===== config.mk =====
export PLATFORM = sky130hd
export DESIGN_NAME = dma_lint_arbiter_flat
export DESIGN_NICKNAME = d
export VERILOG_FILES = /design/src/rtl/dma_lint_arbiter_pkg.sv /design/src/rtl/dma_lint_arbiter_if.sv /design/src/rtl/dma_arb_id_fifo.sv /design/src/rtl/dma_lint_arbiter.sv /design/src/flat_wrapper.sv
export SDC_FILE = /design/constraint.sdc
export NUM_CORES = 1
export LEC_CHECK = 0
export CAP_MARGIN = 15
export CORE_AREA = 4 4 165 167
export DETAILED_ROUTE_END_ITERATION = 10
export DIE_AREA = 0 0 169 171
export PLACE_DENSITY = 0.67
export RECOVER_POWER = 100
export SLEW_MARGIN = 5
export SYNTH_ARGS = -nofsm -noshare
export SYNTH_HDL_FRONTEND = slang
export SYNTH_HIERARCHICAL = 1
export SYNTH_SLANG_ARGS = --single-unit

===== constraint.sdc =====
create_clock -name clk_i -period 5.15 [get_ports clk_i]
set_input_delay 0.515 -clock clk_i [delete_from_list [all_inputs] [get_ports clk_i]]
set_output_delay 0.515 -clock clk_i [all_outputs]
set_load 0.1 [all_outputs]

===== src/rtl/dma_lint_arbiter_pkg.sv =====
// dma_pkg: shared LINT field widths, arbiter sizing and channel-id helpers
package dma_pkg;
  localparam int N_CH    = 4;
  localparam int ADDR_WD = 32;
  localparam int DATA_WD = 32;
  localparam int BE_WD   = DATA_WD / 8;
  localparam int MAX_OUT = 4;
  localparam int ID_WD   = $clog2(N_CH);
  localparam int CNT_WD  = $clog2(MAX_OUT) + 1;
  typedef logic [ID_WD-1:0] ch_id_t;
  function automatic ch_id_t next_id(input ch_id_t id);
    return ch_id_t'((int'(id) + 1) % N_CH);
  endfunction
endpackage


===== src/rtl/dma_lint_arbiter_if.sv =====
// dma_lint_arbiter_if: channel-side and shared-side LINT signals of the arbiter
interface dma_lint_arbiter_if;
  import dma_pkg::*;
  logic [N_CH-1:0]         ch_req_i;
  logic [N_CH-1:0]         ch_we_i;
  logic [N_CH*ADDR_WD-1:0] ch_addr_i;
  logic [N_CH*DATA_WD-1:0] ch_wdata_i;
  logic [N_CH*BE_WD-1:0]   ch_be_i;
  logic [N_CH-1:0]         ch_gnt_o;
  logic [N_CH-1:0]         ch_rvalid_o;
  logic [DATA_WD-1:0]      ch_rdata_o;
  logic                    lint_req_o;
  logic                    lint_we_o;
  logic [ADDR_WD-1:0]      lint_addr_o;
  logic [DATA_WD-1:0]      lint_wdata_o;
  logic [BE_WD-1:0]        lint_be_o;
  logic                    lint_gnt_i;
  logic [DATA_WD-1:0]      lint_rdata_i;
  logic                    lint_rvalid_i;
  logic [CNT_WD-1:0]       outstanding_o;
  logic                    err_o;
  modport slave (
    input  ch_req_i, ch_we_i, ch_addr_i, ch_wdata_i, ch_be_i,
           lint_gnt_i, lint_rdata_i, lint_rvalid_i,
    output ch_gnt_o, ch_rvalid_o, ch_rdata_o, lint_req_o, lint_we_o,
           lint_addr_o, lint_wdata_o, lint_be_o, outstanding_o, err_o
  );
  modport master (
    output ch_req_i, ch_we_i, ch_addr_i, ch_wdata_i, ch_be_i,
           lint_gnt_i, lint_rdata_i, lint_rvalid_i,
    input  ch_gnt_o, ch_rvalid_o, ch_rdata_o, lint_req_o, lint_we_o,
           lint_addr_o, lint_wdata_o, lint_be_o, outstanding_o, err_o
  );
endinterface


===== src/rtl/dma_arb_id_fifo.sv =====
// dma_arb_id_fifo: in-order FIFO of granted channel ids, power-of-2 depth
module dma_arb_id_fifo #(
  parameter int W     = 2,
  parameter int DEPTH = 4
) (
  input  logic                       clk_i,
  input  logic                       rstn_i,
  input  logic                       push_i,
  input  logic [W-1:0]               din_i,
  input  logic                       pop_i,
  output logic [W-1:0]               dout_o,
  output logic                       full_o,
  output logic                       empty_o,
  output logic [$clog2(DEPTH):0]     count_o
);
  localparam int PW = $clog2(DEPTH);
  localparam int CW = PW + 1;
  logic [W-1:0]  mem_q [DEPTH];
  logic [W-1:0]  mem_d [DEPTH];
  logic [PW-1:0] wr_q, wr_d, rd_q, rd_d;
  logic [CW-1:0] cnt_q, cnt_d;
  always_comb begin
    mem_d = mem_q;
    if (push_i) mem_d[wr_q] = din_i;
    wr_d  = wr_q + PW'(push_i);
    rd_d  = rd_q + PW'(pop_i);
    cnt_d = cnt_q + CW'(push_i) - CW'(pop_i);
  end
  always_ff @(posedge clk_i or negedge rstn_i)
    if (!rstn_i) begin
      mem_q <= '{default: '0};
      wr_q  <= '0;
      rd_q  <= '0;
      cnt_q <= '0;
    end else begin
      mem_q <= mem_d;
      wr_q  <= wr_d;
      rd_q  <= rd_d;
      cnt_q <= cnt_d;
    end
  assign dout_o  = mem_q[rd_q];
  assign full_o  = cnt_q == CW'(DEPTH);
  assign empty_o = cnt_q == '0;
  assign count_o = cnt_q;
endmodule


===== src/rtl/dma_lint_arbiter.sv =====
// dma_lint_arbiter: round-robin merge of channel LINT ports onto one shared port
module dma_lint_arbiter
  import dma_pkg::*;
(
  input logic              clk_i,
  input logic              rstn_i,
  dma_lint_arbiter_if.slave bus
);
  ch_id_t            rr_ptr_q, rr_ptr_d, locked_id_q, locked_id_d, win, head, idx;
  logic              lock_q, lock_d, err_q, err_d, push, pop, full, empty, found;
  logic [CNT_WD-1:0] count;
  dma_arb_id_fifo #(.W(ID_WD), .DEPTH(MAX_OUT)) u_fifo (
    .clk_i   (clk_i),
    .rstn_i  (rstn_i),
    .push_i  (push),
    .din_i   (win),
    .pop_i   (pop),
    .dout_o  (head),
    .full_o  (full),
    .empty_o (empty),
    .count_o (count)
  );
  always_comb begin
    win   = rr_ptr_q;
    found = 1'b0;
    idx   = '0;
    for (int i = 0; i < N_CH; i++) begin
      idx = ch_id_t'((int'(rr_ptr_q) + i) % N_CH);
      if (!found && bus.ch_req_i[idx]) begin
        win   = idx;
        found = 1'b1;
      end
    end
    if (lock_q) win = locked_id_q;
  end
  // fields are zeroed whenever no request is presented on the shared port
  always_comb begin
    bus.lint_req_o   = (lock_q | (|bus.ch_req_i)) & ~full;
    bus.lint_we_o    = bus.lint_req_o & bus.ch_we_i[win];
    bus.lint_addr_o  = bus.lint_req_o ? bus.ch_addr_i[int'(win)*ADDR_WD +: ADDR_WD] : '0;
    bus.lint_wdata_o = bus.lint_req_o ? bus.ch_wdata_i[int'(win)*DATA_WD +: DATA_WD] : '0;
    bus.lint_be_o    = bus.lint_req_o ? bus.ch_be_i[int'(win)*BE_WD +: BE_WD] : '0;
    push             = bus.lint_req_o & bus.lint_gnt_i;
    pop              = bus.lint_rvalid_i & ~empty;
    bus.ch_gnt_o     = push ? N_CH'(1) << win : '0;
    bus.ch_rvalid_o  = pop ? N_CH'(1) << head : '0;
    bus.ch_rdata_o   = pop ? bus.lint_rdata_i : '0;
    bus.outstanding_o = count;
    bus.err_o        = err_q;
  end
  always_comb begin
    lock_d      = push ? 1'b0 : (bus.lint_req_o ? 1'b1 : lock_q);
    locked_id_d = (bus.lint_req_o & ~bus.lint_gnt_i) ? win : locked_id_q;
    rr_ptr_d    = push ? next_id(win) : rr_ptr_q;
    err_d       = err_q | (bus.lint_rvalid_i & empty);
  end
  always_ff @(posedge clk_i or negedge rstn_i)
    if (!rstn_i) begin
      rr_ptr_q    <= '0;
      locked_id_q <= '0;
      lock_q      <= 1'b0;
      err_q       <= 1'b0;
    end else begin
      rr_ptr_q    <= rr_ptr_d;
      locked_id_q <= locked_id_d;
      lock_q      <= lock_d;
      err_q       <= err_d;
    end
endmodule


===== src/flat_wrapper.sv =====
// flat-port wrapper written by rule: the top's interface ports become plain ports
module dma_lint_arbiter_flat import dma_pkg::*;
  (clk_i, rstn_i, bus_ch_req_i, bus_ch_we_i, bus_ch_addr_i, bus_ch_wdata_i, bus_ch_be_i, bus_lint_gnt_i, bus_lint_rdata_i, bus_lint_rvalid_i, bus_ch_gnt_o, bus_ch_rvalid_o, bus_ch_rdata_o, bus_lint_req_o, bus_lint_we_o, bus_lint_addr_o, bus_lint_wdata_o, bus_lint_be_o, bus_outstanding_o, bus_err_o);
  dma_lint_arbiter_if bus_i ();
  input logic clk_i;
  input logic rstn_i;
  input wire logic [$bits(bus_i.ch_req_i)-1:0] bus_ch_req_i;
  input wire logic [$bits(bus_i.ch_we_i)-1:0] bus_ch_we_i;
  input wire logic [$bits(bus_i.ch_addr_i)-1:0] bus_ch_addr_i;
  input wire logic [$bits(bus_i.ch_wdata_i)-1:0] bus_ch_wdata_i;
  input wire logic [$bits(bus_i.ch_be_i)-1:0] bus_ch_be_i;
  input wire logic [$bits(bus_i.lint_gnt_i)-1:0] bus_lint_gnt_i;
  input wire logic [$bits(bus_i.lint_rdata_i)-1:0] bus_lint_rdata_i;
  input wire logic [$bits(bus_i.lint_rvalid_i)-1:0] bus_lint_rvalid_i;
  output wire logic [$bits(bus_i.ch_gnt_o)-1:0] bus_ch_gnt_o;
  output wire logic [$bits(bus_i.ch_rvalid_o)-1:0] bus_ch_rvalid_o;
  output wire logic [$bits(bus_i.ch_rdata_o)-1:0] bus_ch_rdata_o;
  output wire logic [$bits(bus_i.lint_req_o)-1:0] bus_lint_req_o;
  output wire logic [$bits(bus_i.lint_we_o)-1:0] bus_lint_we_o;
  output wire logic [$bits(bus_i.lint_addr_o)-1:0] bus_lint_addr_o;
  output wire logic [$bits(bus_i.lint_wdata_o)-1:0] bus_lint_wdata_o;
  output wire logic [$bits(bus_i.lint_be_o)-1:0] bus_lint_be_o;
  output wire logic [$bits(bus_i.outstanding_o)-1:0] bus_outstanding_o;
  output wire logic [$bits(bus_i.err_o)-1:0] bus_err_o;
  assign bus_i.ch_req_i = bus_ch_req_i;
  assign bus_i.ch_we_i = bus_ch_we_i;
  assign bus_i.ch_addr_i = bus_ch_addr_i;
  assign bus_i.ch_wdata_i = bus_ch_wdata_i;
  assign bus_i.ch_be_i = bus_ch_be_i;
  assign bus_i.lint_gnt_i = bus_lint_gnt_i;
  assign bus_i.lint_rdata_i = bus_lint_rdata_i;
  assign bus_i.lint_rvalid_i = bus_lint_rvalid_i;
  assign bus_ch_gnt_o = bus_i.ch_gnt_o;
  assign bus_ch_rvalid_o = bus_i.ch_rvalid_o;
  assign bus_ch_rdata_o = bus_i.ch_rdata_o;
  assign bus_lint_req_o = bus_i.lint_req_o;
  assign bus_lint_we_o = bus_i.lint_we_o;
  assign bus_lint_addr_o = bus_i.lint_addr_o;
  assign bus_lint_wdata_o = bus_i.lint_wdata_o;
  assign bus_lint_be_o = bus_i.lint_be_o;
  assign bus_outstanding_o = bus_i.outstanding_o;
  assign bus_err_o = bus_i.err_o;
  dma_lint_arbiter u_core (.clk_i(clk_i), .rstn_i(rstn_i), .bus(bus_i));
endmodule

# [Yosys cells after proc, flatten, opt, wreduce, memory -nomap -nowiden]
# Index checks and enable logic that the tools add are counted.
# Widths: inputs -> output; s select.
[totals] ramBits=0 out_inout_bits=114 latch_bits=0 mem_bits_ro=0 register_bits=21 memories=0 elab_cells=87 in_bits=316
[op_classes] n_eq_ne=1 shifts=5 n_reduce_logical=10 order_cmp=8 n_mux=31 n_bitwise=13 addsub=8 mul=0 div_mod_pow=0
[ops] cell="$shiftx 128x8->32" count=2
[ops] cell="$mux 32" count=3
[ops] cell="$shiftx 16x5->4" count=1
[ops] cell="$lt 2x3->1 const B" count=5
[ops] cell="$mux 2" count=7
[ops] cell="$mux 4" count=3
[ops] cell="$bmux 1 s2" count=5
[ops] cell="$mux 1" count=10
[ops] cell="$bwmux 8" count=1
[ops] cell="$shl 1x2->4 const A" count=2
[ops] cell="$and 1x1->1" count=6
[ops] cell="$ge 3x3->1 const B" count=2
[ops] cell="$not 2->3" count=2
[ops] cell="$add 2x1->2" count=2
[ops] cell="$add 2x1->2 const B" count=2
[ops] cell="$add 2x2->2 const B" count=2
[ops] cell="$bmux 2 s2" count=1
[ops] cell="$demux 2 s2" count=1
[ops] cell="$logic_and 1x1->1" count=4
[ops] cell="$reduce_or 4->1" count=1
[ops] cell="$add 3x1->3" count=1
[ops] cell="$eq 3x3->1 const B" count=1
[ops] cell="$logic_not 1->1" count=3
[ops] cell="$logic_not 3->1" count=1
[ops] cell="other kinds (5)" count=8

# [Depth between registers and ports, before layout]
# Gate-level depths: netlist of run 1.
[logic_depth] word_depth=16 mapped_depth=10 ltp_nobuf=9

# [By module]
# Netlist of run 1, hierarchy kept.
[modules_own_cells] mod="dma_lint_arbiter" n_inst=1 cells_per_inst=976 area_per_inst_um2=5664.2 seq_area_each_um2=150.1
[modules_own_cells] mod="dma_arb_id_fifo" n_inst=1 cells_per_inst=44 area_per_inst_um2=678.2 seq_area_each_um2=375.4

# [Worst setup path before layout of run 1]
# OpenSTA, ideal clock, no wires.
[synth_path] kind="flip-flop to output port" start="reg u_core.u_fifo.cnt_q[1] (netlist: u_core/u_fifo/count_o[1])" end="out bus_ch_gnt_o[0]" t_required_ns=4.635 path_buffers=0 arrival_ns=5.431 slack_ns=-0.796 path_stages_with_launch=6 path_cell_list="dfrtp_1 inv_1 and3_1 a21oi_1 nand2_1 nor3_1"
[synth_between] elab_chain_cells=5
[synth_rtl] element="start, declared" line_no="dma_arb_id_fifo.sv:21" rtl="logic [CW-1:0] cnt_q, cnt_d;"
[synth_rtl] element="start signal, assigned" line_no="dma_arb_id_fifo.sv:39" rtl="cnt_q <= cnt_d;"
[synth_rtl] element="$eq 3x3->1" line_no="dma_arb_id_fifo.sv:42" rtl="assign full_o = cnt_q == CW'(DEPTH);"
[synth_rtl] element="via u_core.full" line_no="dma_lint_arbiter.sv:10" rtl="logic lock_q, lock_d, err_q, err_d, push, pop, full, empty, found;"
[synth_rtl] element="$not 1->1" line_no="dma_lint_arbiter.sv:38" rtl="bus.lint_req_o = (lock_q | (|bus.ch_req_i)) & ~full;"
[synth_rtl] element="$and 1x1->1" line_no="dma_lint_arbiter.sv:38"
[synth_rtl] element="via bus_lint_req_o" line_no="flat_wrapper.sv:18" rtl="output wire logic [$bits(bus_i.lint_req_o)-1:0] bus_lint_req_o;"
[synth_rtl] element="$and 1x1->1" line_no="dma_lint_arbiter.sv:43" rtl="push = bus.lint_req_o & bus.lint_gnt_i;"
[synth_rtl] element="$mux 4" line_no="dma_lint_arbiter.sv:45" rtl="bus.ch_gnt_o = push ? N_CH'(1) << win : '0;"
[synth_rtl] element="end, declared" line_no="flat_wrapper.sv:15" rtl="output wire logic [$bits(bus_i.ch_gnt_o)-1:0] bus_ch_gnt_o;"
# The timed path passes the listed nets, and every way through them passes these cells.

# [Final worst setup path of run 1]
[layout_path] start="in bus_ch_req_i[0]" end="out bus_lint_addr_o[0]"
[layout_between] elab_chain_cells=15 elab_cells_between_ends=26 cone_classes="shift (1); mux (16); bitwise (2); reduce/logical (7)"
[layout_rtl] element="start, declared" line_no="flat_wrapper.sv:7" rtl="input wire logic [$bits(bus_i.ch_req_i)-1:0] bus_ch_req_i;"
[layout_rtl] element="$bmux 1 s2" line_no="dma_lint_arbiter.sv:29" rtl="if (!found && bus.ch_req_i[idx]) begin"
[layout_rtl] element="$mux 1 (not written as such)" line_no="dma_lint_arbiter.sv:29"
[layout_rtl] element="$mux 1" line_no="dma_lint_arbiter.sv:29"
[layout_rtl] element="$logic_not 1->1" line_no="dma_lint_arbiter.sv:29"
[layout_rtl] element="$logic_and 1x1->1" line_no="dma_lint_arbiter.sv:29"
[layout_rtl] element="$mux 1" line_no="dma_lint_arbiter.sv:29"
[layout_rtl] element="$logic_not 1->1" line_no="dma_lint_arbiter.sv:29"
[layout_rtl] element="$logic_and 1x1->1" line_no="dma_lint_arbiter.sv:29"
[layout_rtl] element="$mux 1" line_no="dma_lint_arbiter.sv:29"
[layout_rtl] element="$logic_not 1->1" line_no="dma_lint_arbiter.sv:29"
[layout_rtl] element="$logic_and 1x1->1" line_no="dma_lint_arbiter.sv:29"
[layout_rtl] element="$mux 2 (*)" line_no="dma_lint_arbiter.sv:29"
[layout_rtl] element="$mux 2 (*)" line_no="dma_lint_arbiter.sv:34" rtl="if (lock_q) win = locked_id_q;"
[layout_rtl] element="via u_core.win[1]" line_no="dma_lint_arbiter.sv:9" rtl="ch_id_t rr_ptr_q, rr_ptr_d, locked_id_q, locked_id_d, win, head, idx;"
[layout_rtl] element="$shiftx 128x8->32 (*)" line_no="dma_lint_arbiter.sv:40" rtl="bus.lint_addr_o = bus.lint_req_o ? bus.ch_addr_i[int'(win)*ADDR_WD +: ADDR_WD] : '0;"
[layout_rtl] element="$mux 32 (*)" line_no="dma_lint_arbiter.sv:40"
[layout_rtl] element="end, declared" line_no="flat_wrapper.sv:20" rtl="output wire logic [$bits(bus_i.lint_addr_o)-1:0] bus_lint_addr_o;"
# Mark *: on every way through the listed nets, which the timed path passes. The rest lies on a longest branch. The select of a mux whose other input is x is not followed.

==> metrics, run 1 <==
Post-route DRC=0; Critical Path Fanout Max=39; Netlist cell types=43; crit path capture type=output port; Max clock buf depth=2; Total Routing Usage GR=between 20% and 30%; met3 usage=3.58%; detailed placement HPWL=approximately 23000 um; CTS buffer count=3; CTS H-tree lvls=1; Placeable Area=25800 um^2; commonest register cell after synthesis=dfrtp_1; largest net degree at the start of global routing=143; RSZ-0062 raised after global routing=no; CTS Root Cell=clkbuf_16; syn_nets=~1300; crit path kind=in -> out; final setup fails=0; vias in the first global route=8739; Avg Cell Area, Syn=between 6 and 7 um^2; 1st-pass router iterations=6; Post-synth EDFFs=0; fin util=a little over two fifths; maxcap violations=0; hold_buf cts=0; Vias/cell=approximately 5.6; Starting Density=24.6%; Worst-Margin Slew=1.24 ns; R2R setup slack=about 2.4 ns; die height=roughly 170 um; min cycle time layout=between 4 and 5 ns; Core Rows=about 60; Clk Latency, worst-skew pair=roughly 0.25 ns; ratio of cells with drive above 1 in the final layout=~8.2%; n_diodes=0; Hold WC Path Type=reg -> reg; met1 Use GR=a little over a quarter; Net count, final=between 1500 and 2000; Worst Path Required=~4.6 ns; register bit total from synthesis=21; post-route ant nets=0; post-synthesis sequential area ratio=~8.3%; final wirelength=33000 um; type of origin of the critical path=primary input; total grt overflow=0; Final Cycle Share=85.8%; wire length per cell=19.6 um; Post-CTS Setup Repair Bufs=0; skew final=~0.0015 ns; Synth Cell Area=around 6300 um^2; Vias=approximately 9400; clock tree sinks=21; asr flop ratio synth=100%; filler instances=approximately 2700; Starting DRT DRC Count=~870; Ys Warns=6; CTS tree=built; count of input and output buffers=about 430; relative slew slack=around 17%; count of pins over their slew limit=0; grt met2 use=a little over a third; Final Hold Fails=0; cell count after synthesis=roughly 1000; Data arrival, critical path=approximately 3.9 ns; die area=between 20000 and 30000 um^2; Area Overhead vs Synth=73.4%; most used routing layer=met2; outcome=finished clean; boundary pin count=430; maximum clock rate=roughly 0.23 GHz; initial antenna violation count=1; GPL Wtd Cong=around 0.88; first-pass GRT wire length=a little under 50000 um; DIE WIDTH=between 150 and 200 um; Clock Pin Slew Worst Setup and Hold Paths=0.06 ns; setup_tns=0 ns; CTS resizes=0
cell families (layout without fill, tap and decap cells):
family / after synthesis / in the layout / share of synthesized area [%]
AO/OA/AOI/OAI: 358 / 358 / 44.1
flip-flops: 21 / 21 / 8.29
buffers and inverters: 136 / 462 / 9.55
adder cells (fa/ha/maj): 5 / 5 / 1.10
AND/OR/NAND/NOR: 485 / 485 / 34.0
multiplexers: 11 / 11 / 2.37
XOR/XNOR: 4 / 4 / 0.552
metrics by stage:
stage	area [um^2]	hold WS, ns	worst slack [ns]	instances
detailed placement	11100	0.444	1.25	1677
finish	11000	0.447	0.733	1681
global route	11000	0.487	0.545	1681
CTS	11200	0.456	1.25	1681
global placement	11100	0.440	1.28	1677
floorplan	6340	0.219	-0.796	1020
layer usage:
layer	vias up	wire (um)
met5	-	7
met4	2	748
met3	46	2660
met2	459	16100
met1	4449	13500
li1	4484	-
state kept, by name, indices dropped and copies added (netlist names):
register and cells:
u_core/bus.err_o 1, u_core/lock_q 1, u_core/locked_id_q 2, u_core/rr_ptr_q 2
u_core/u_fifo/count_o 3, u_core/u_fifo/mem_q 8, u_core/u_fifo/rd_q 2, u_core/u_fifo/wr_q 2
cells in the mapped netlist, types with 5 or more instances:
master    instances  area share, %
clkbuf_1         63            3.7
buf_1             5           0.30
a22o_1           69            9.5
nor3_1          142             11
nand2_1         281             17
buf_2            52            4.1
dfrtp_1          21            8.3
a311o_1         138             22
o21ai_0         139             11
and2_1           34            3.4
mux2_2            7            1.2
inv_1             8           0.47
nor2_1            7           0.41
path summary, 6_finish.rpt:
kind	startpoint	to	cells after the start
hold reg to reg	u_core/bus.err_o	u_core/bus.err_o	1
setup / recovery	bus_ch_req_i[0]	bus_lint_addr_o[0]	8
min in group asynchronous	rstn_i	u_core/u_fifo/rd_q[1]	1
max in group asynchronous	rstn_i	u_core/bus.err_o	1
setup reg to reg	u_core/lock_q	u_core/u_fifo/mem_q[7]	6
hold / removal	u_core/bus.err_o	u_core/bus.err_o	1
final cells by class:
cell class,count,area (um^2),share of cell area [%]
Multi-Input combinational cell,863,5230,47.5
Timing Repair Buffer,450,4710,42.9
Sequential cell,21,526,4.78
Tap cell,335,419,3.81
Clock buffer,3,75.1,0.683
Inverter,8,30.0,0.273
Clock inverter,1,5.00,0.0455
layout by cell type (no fill, tap or decap), drive strengths merged:
cell type        n
nand2          281
xor2             2
clkinv           1
dlygate4sd3     21
a221oi           1
clkbuf          43
clkdlybuf4s50  312
a21oi            5
and2b            1
or3b             1
a31oi            1
ha               4
nor3b            4
mux4             2
nand3b           2
xnor2            2
or2              1
a21o             2
dfrtp           21
nor3           142
a22o            69
nor2b            4
buf             77
inv              8
nand3            2
o31ai            1
and3             4
a2111oi          1
a311o          138
and3b            1
and2            34
mux2             9
nor2             7
fa               1
nand2b           1
o21ai          140
critical path, stage by stage:
cell	delay [ns]
dlygate4sd3_1	0.64
nor3b_1	0.27
a2111oi_2	0.10
o31ai_4	0.58
and2_2	0.27
clkbuf_2	0.76
a22o_1	0.25
clkbuf_2	0.46
Power of run 1 is left out: the tool's default activity adds up to more than one toggle a clock period on the data nets, which glitch-free logic cannot reach.
==> run 2: changes to the inputs <==
--- a/config.mk
+++ b/config.mk
@@ -5,12 +5,14 @@
 export SDC_FILE = /design/constraint.sdc
 export NUM_CORES = 1
 export LEC_CHECK = 0
+export ABC_AREA = 1
 export CAP_MARGIN = 15
-export CORE_AREA = 4 4 165 167
+export CORE_AREA = 4 4 167 169
 export DETAILED_ROUTE_END_ITERATION = 10
-export DIE_AREA = 0 0 169 171
-export PLACE_DENSITY = 0.67
+export DIE_AREA = 0 0 171 173
+export PLACE_DENSITY = 0.59
 export RECOVER_POWER = 100
+export SKIP_CTS_REPAIR_TIMING = 1
 export SLEW_MARGIN = 5
 export SYNTH_ARGS = -nofsm -noshare
 export SYNTH_HDL_FRONTEND = slang
==> run 2 against run 1 <==
Register-to-register slack lost 0.45 ns. Area after synthesis shrank 27%. Die area grew 2.4%. Critical path depth grew 8. Highest routed layer is now met4.
==> metrics, run 2 <==
asr flop ratio synth=between 90% and 100%; Data arrival, critical path=around 4.0 ns; outcome=finished clean; clock tree sinks=21; die area=roughly 30000 um^2; fin cells=1676; Vias/cell=between 4 and 5; worst path cell trace=dlygate4sd3_1 > inv_1 > nand2_1 > nand3_1 > nand2_1 > nor2_2 > nand2_1 > nand2_1 > nand3_4 > nand2_1 > clkbuf_2 > nand2_1 > nand2_1 > nand2_1 > a21oi_1 > clkbuf_2; final setup fails=0; Total Routing Usage GR=about 17%; Worst Min Path Start=u_core/u_fifo/mem_q[7]; Core Rows=60; wire length per cell=between 15 and 20 um; Ys Warns=6; Post-synth EDFFs=0; maxcap violations=0; ratio of cells with drive above 1 in the final layout=7.05%; CP most frequent cell=nand2_1; detailed placement HPWL=roughly 21000 um; post-synthesis sequential area ratio=a little under an eighth; Synth area leaders=nand2_1 40%, nand3_1 17%, dfrtp_1 11%, a21oi_1 7.6%, inv_1 5.2%; most frequent cells in the layout=497 x nand2_1, 312 x clkdlybuf4s50_1, 160 x nand3_1; Synth Cell Area=about 4600 um^2; CTS buffer count=3; boundary pin count=430; top-count cell post-synth=nand2_1; register bit total from synthesis=21; setup_tns=0 ns; cell count after synthesis=966; Clock Pin Slew Worst Setup and Hold Paths=0.06 ns; DIE WIDTH=roughly 170 um; r2r startpoint=u_core/u_fifo/count_o[1]; Post-route DRC=0; type of origin of the critical path=primary input; Starting DRT DRC Count=around 370; Synth area leader=nand2_1; die height=between 150 and 200 um; max incr delay on CP=~0.69 ns; Largest register FFs=8; crit path capture type=output port; crit path kind=in -> out; Critical Path Fanout Max=36; RSZ-0062 raised after global routing=no; Worst setup startpoint=bus_ch_req_i[2]; Final Hold Fails=0; Area Overhead vs Synth=103%; post-route ant nets=0; Worst-Margin Slew=roughly 1.3 ns; Clk Latency, worst-skew pair=roughly 0.25 ns; vias in the first global route=about 6800; CTS Root Cell=clkbuf_16; slowest CP cell=clkbuf_2; count of pins over their slew limit=0; Avg Cell Area, Syn=between 4 and 5 um^2; Final Cycle Share=just under 90%; maximum clock rate=roughly 0.22 GHz; Worst Path Required=4.64 ns; Starting Density=between 10% and 20%; top post-synthesis cells by count=497 x nand2_1, 159 x nand3_1, 70 x a21oi_1; commonest register cell after synthesis=dfrtp_1; Hold WC Path Type=reg -> reg; syn_nets=1287; Vias=about 7400; GPL Wtd Cong=0.865; count of input and output buffers=about 430; top-area cell type share of the netlist area=40.3%; total grt overflow=0; largest net degree at the start of global routing=about 120; CTS tree=built; Placeable Area=approximately 27000 um^2; largest register by flop count=u_core/u_fifo/mem_q; Net count, final=between 1500 and 2000; Netlist cell types=24; initial antenna violation count=2; min cycle time layout=approximately 4.5 ns; 1st-pass router iterations=5; commonest non-fill, non-tap cell in the layout=nand2_1; first-pass GRT wire length=about 40000 um; skew final=around 0.0066 ns; relative slew slack=between 10% and 20%; CTS H-tree lvls=1; placed cells=1671; Max clock buf depth=2; final wirelength=26700 um
[run 2: cell types whose count changed after synthesis, moves of 69 or more]
| cell | previous run | this run |
|---|---|---|
| nand2_1 | 281 | 497 |
| o21ai_0 | 139 | 2 |
| a311o_1 | 138 | 0 |
| nor3_1 | 142 | 7 |
| nand3_1 | 2 | 159 |
| a22o_1 | 69 | 0 |
[run 2: layer usage]
layer	vias to the layer above	share of wire [%]	global-route usage (%)
met5	-	0	0
met4	0	1.5	2.41
met3	24	9.1	3.80
met2	328	51	31.2
met1	3310	38	19.4
li1	3765	-	-
[run 2: final cells by class]
type / instances / area, um^2
diodes: 1 / 2.50
well taps: 341 / 427
repair buffers: 437 / 4680
inverters: 72 / 270
clock inverters: 1 / 5.00
multi-input cells: 800 / 3440
flip-flops and latches: 21 / 526
fillers: 2985 / 17200
clock buffers: 3 / 75.1
[run 2: stage by stage]
stage	setup slack [ns]	area, um^2	utilization (%)	hold WS, ns
floorplan	0.635	4630	-	0.219
global placement	0.979	9610	36.2	0.459
detailed placement	1.02	9610	36.2	0.461
CTS	0.992	9690	36.5	0.476
global route	0.314	9420	35.4	0.491
finish	0.643	9420	35.4	0.470
[run 2: worst max-delay path, delay by kind of cell]
family / cells / cell delay, ns
simple gates: 11 / 1.37
buf+inv: 4 / 1.86
compound gates: 1 / 0.18
[run 2: worst paths after layout]
kind	endpoint	slack (ns)	cells after the start
worst min register to register	u_core/u_fifo/mem_q[7]	0.47	2
max in group asynchronous	u_core/u_fifo/rd_q[0]	3.69	1
worst min-delay path	u_core/u_fifo/mem_q[7]	0.47	2
worst max-delay path	bus_lint_addr_o[24]	0.64	16
min in group asynchronous	u_core/u_fifo/mem_q[6]	0.87	1
worst max register to register	u_core/u_fifo/count_o[2]	1.99	12
[run 2: cells by family after synthesis]
family	count (synthesis)	synth area share [%]
XOR/XNOR	2	0.378
AO/OA/AOI/OAI	77	8.37
buffers and inverters	145	14.7
AND/OR/NAND/NOR	716	63.7
flip-flops	21	11.3
adder cells (fa/ha/maj)	5	1.51
Power of run 2 is left out for the same reason.
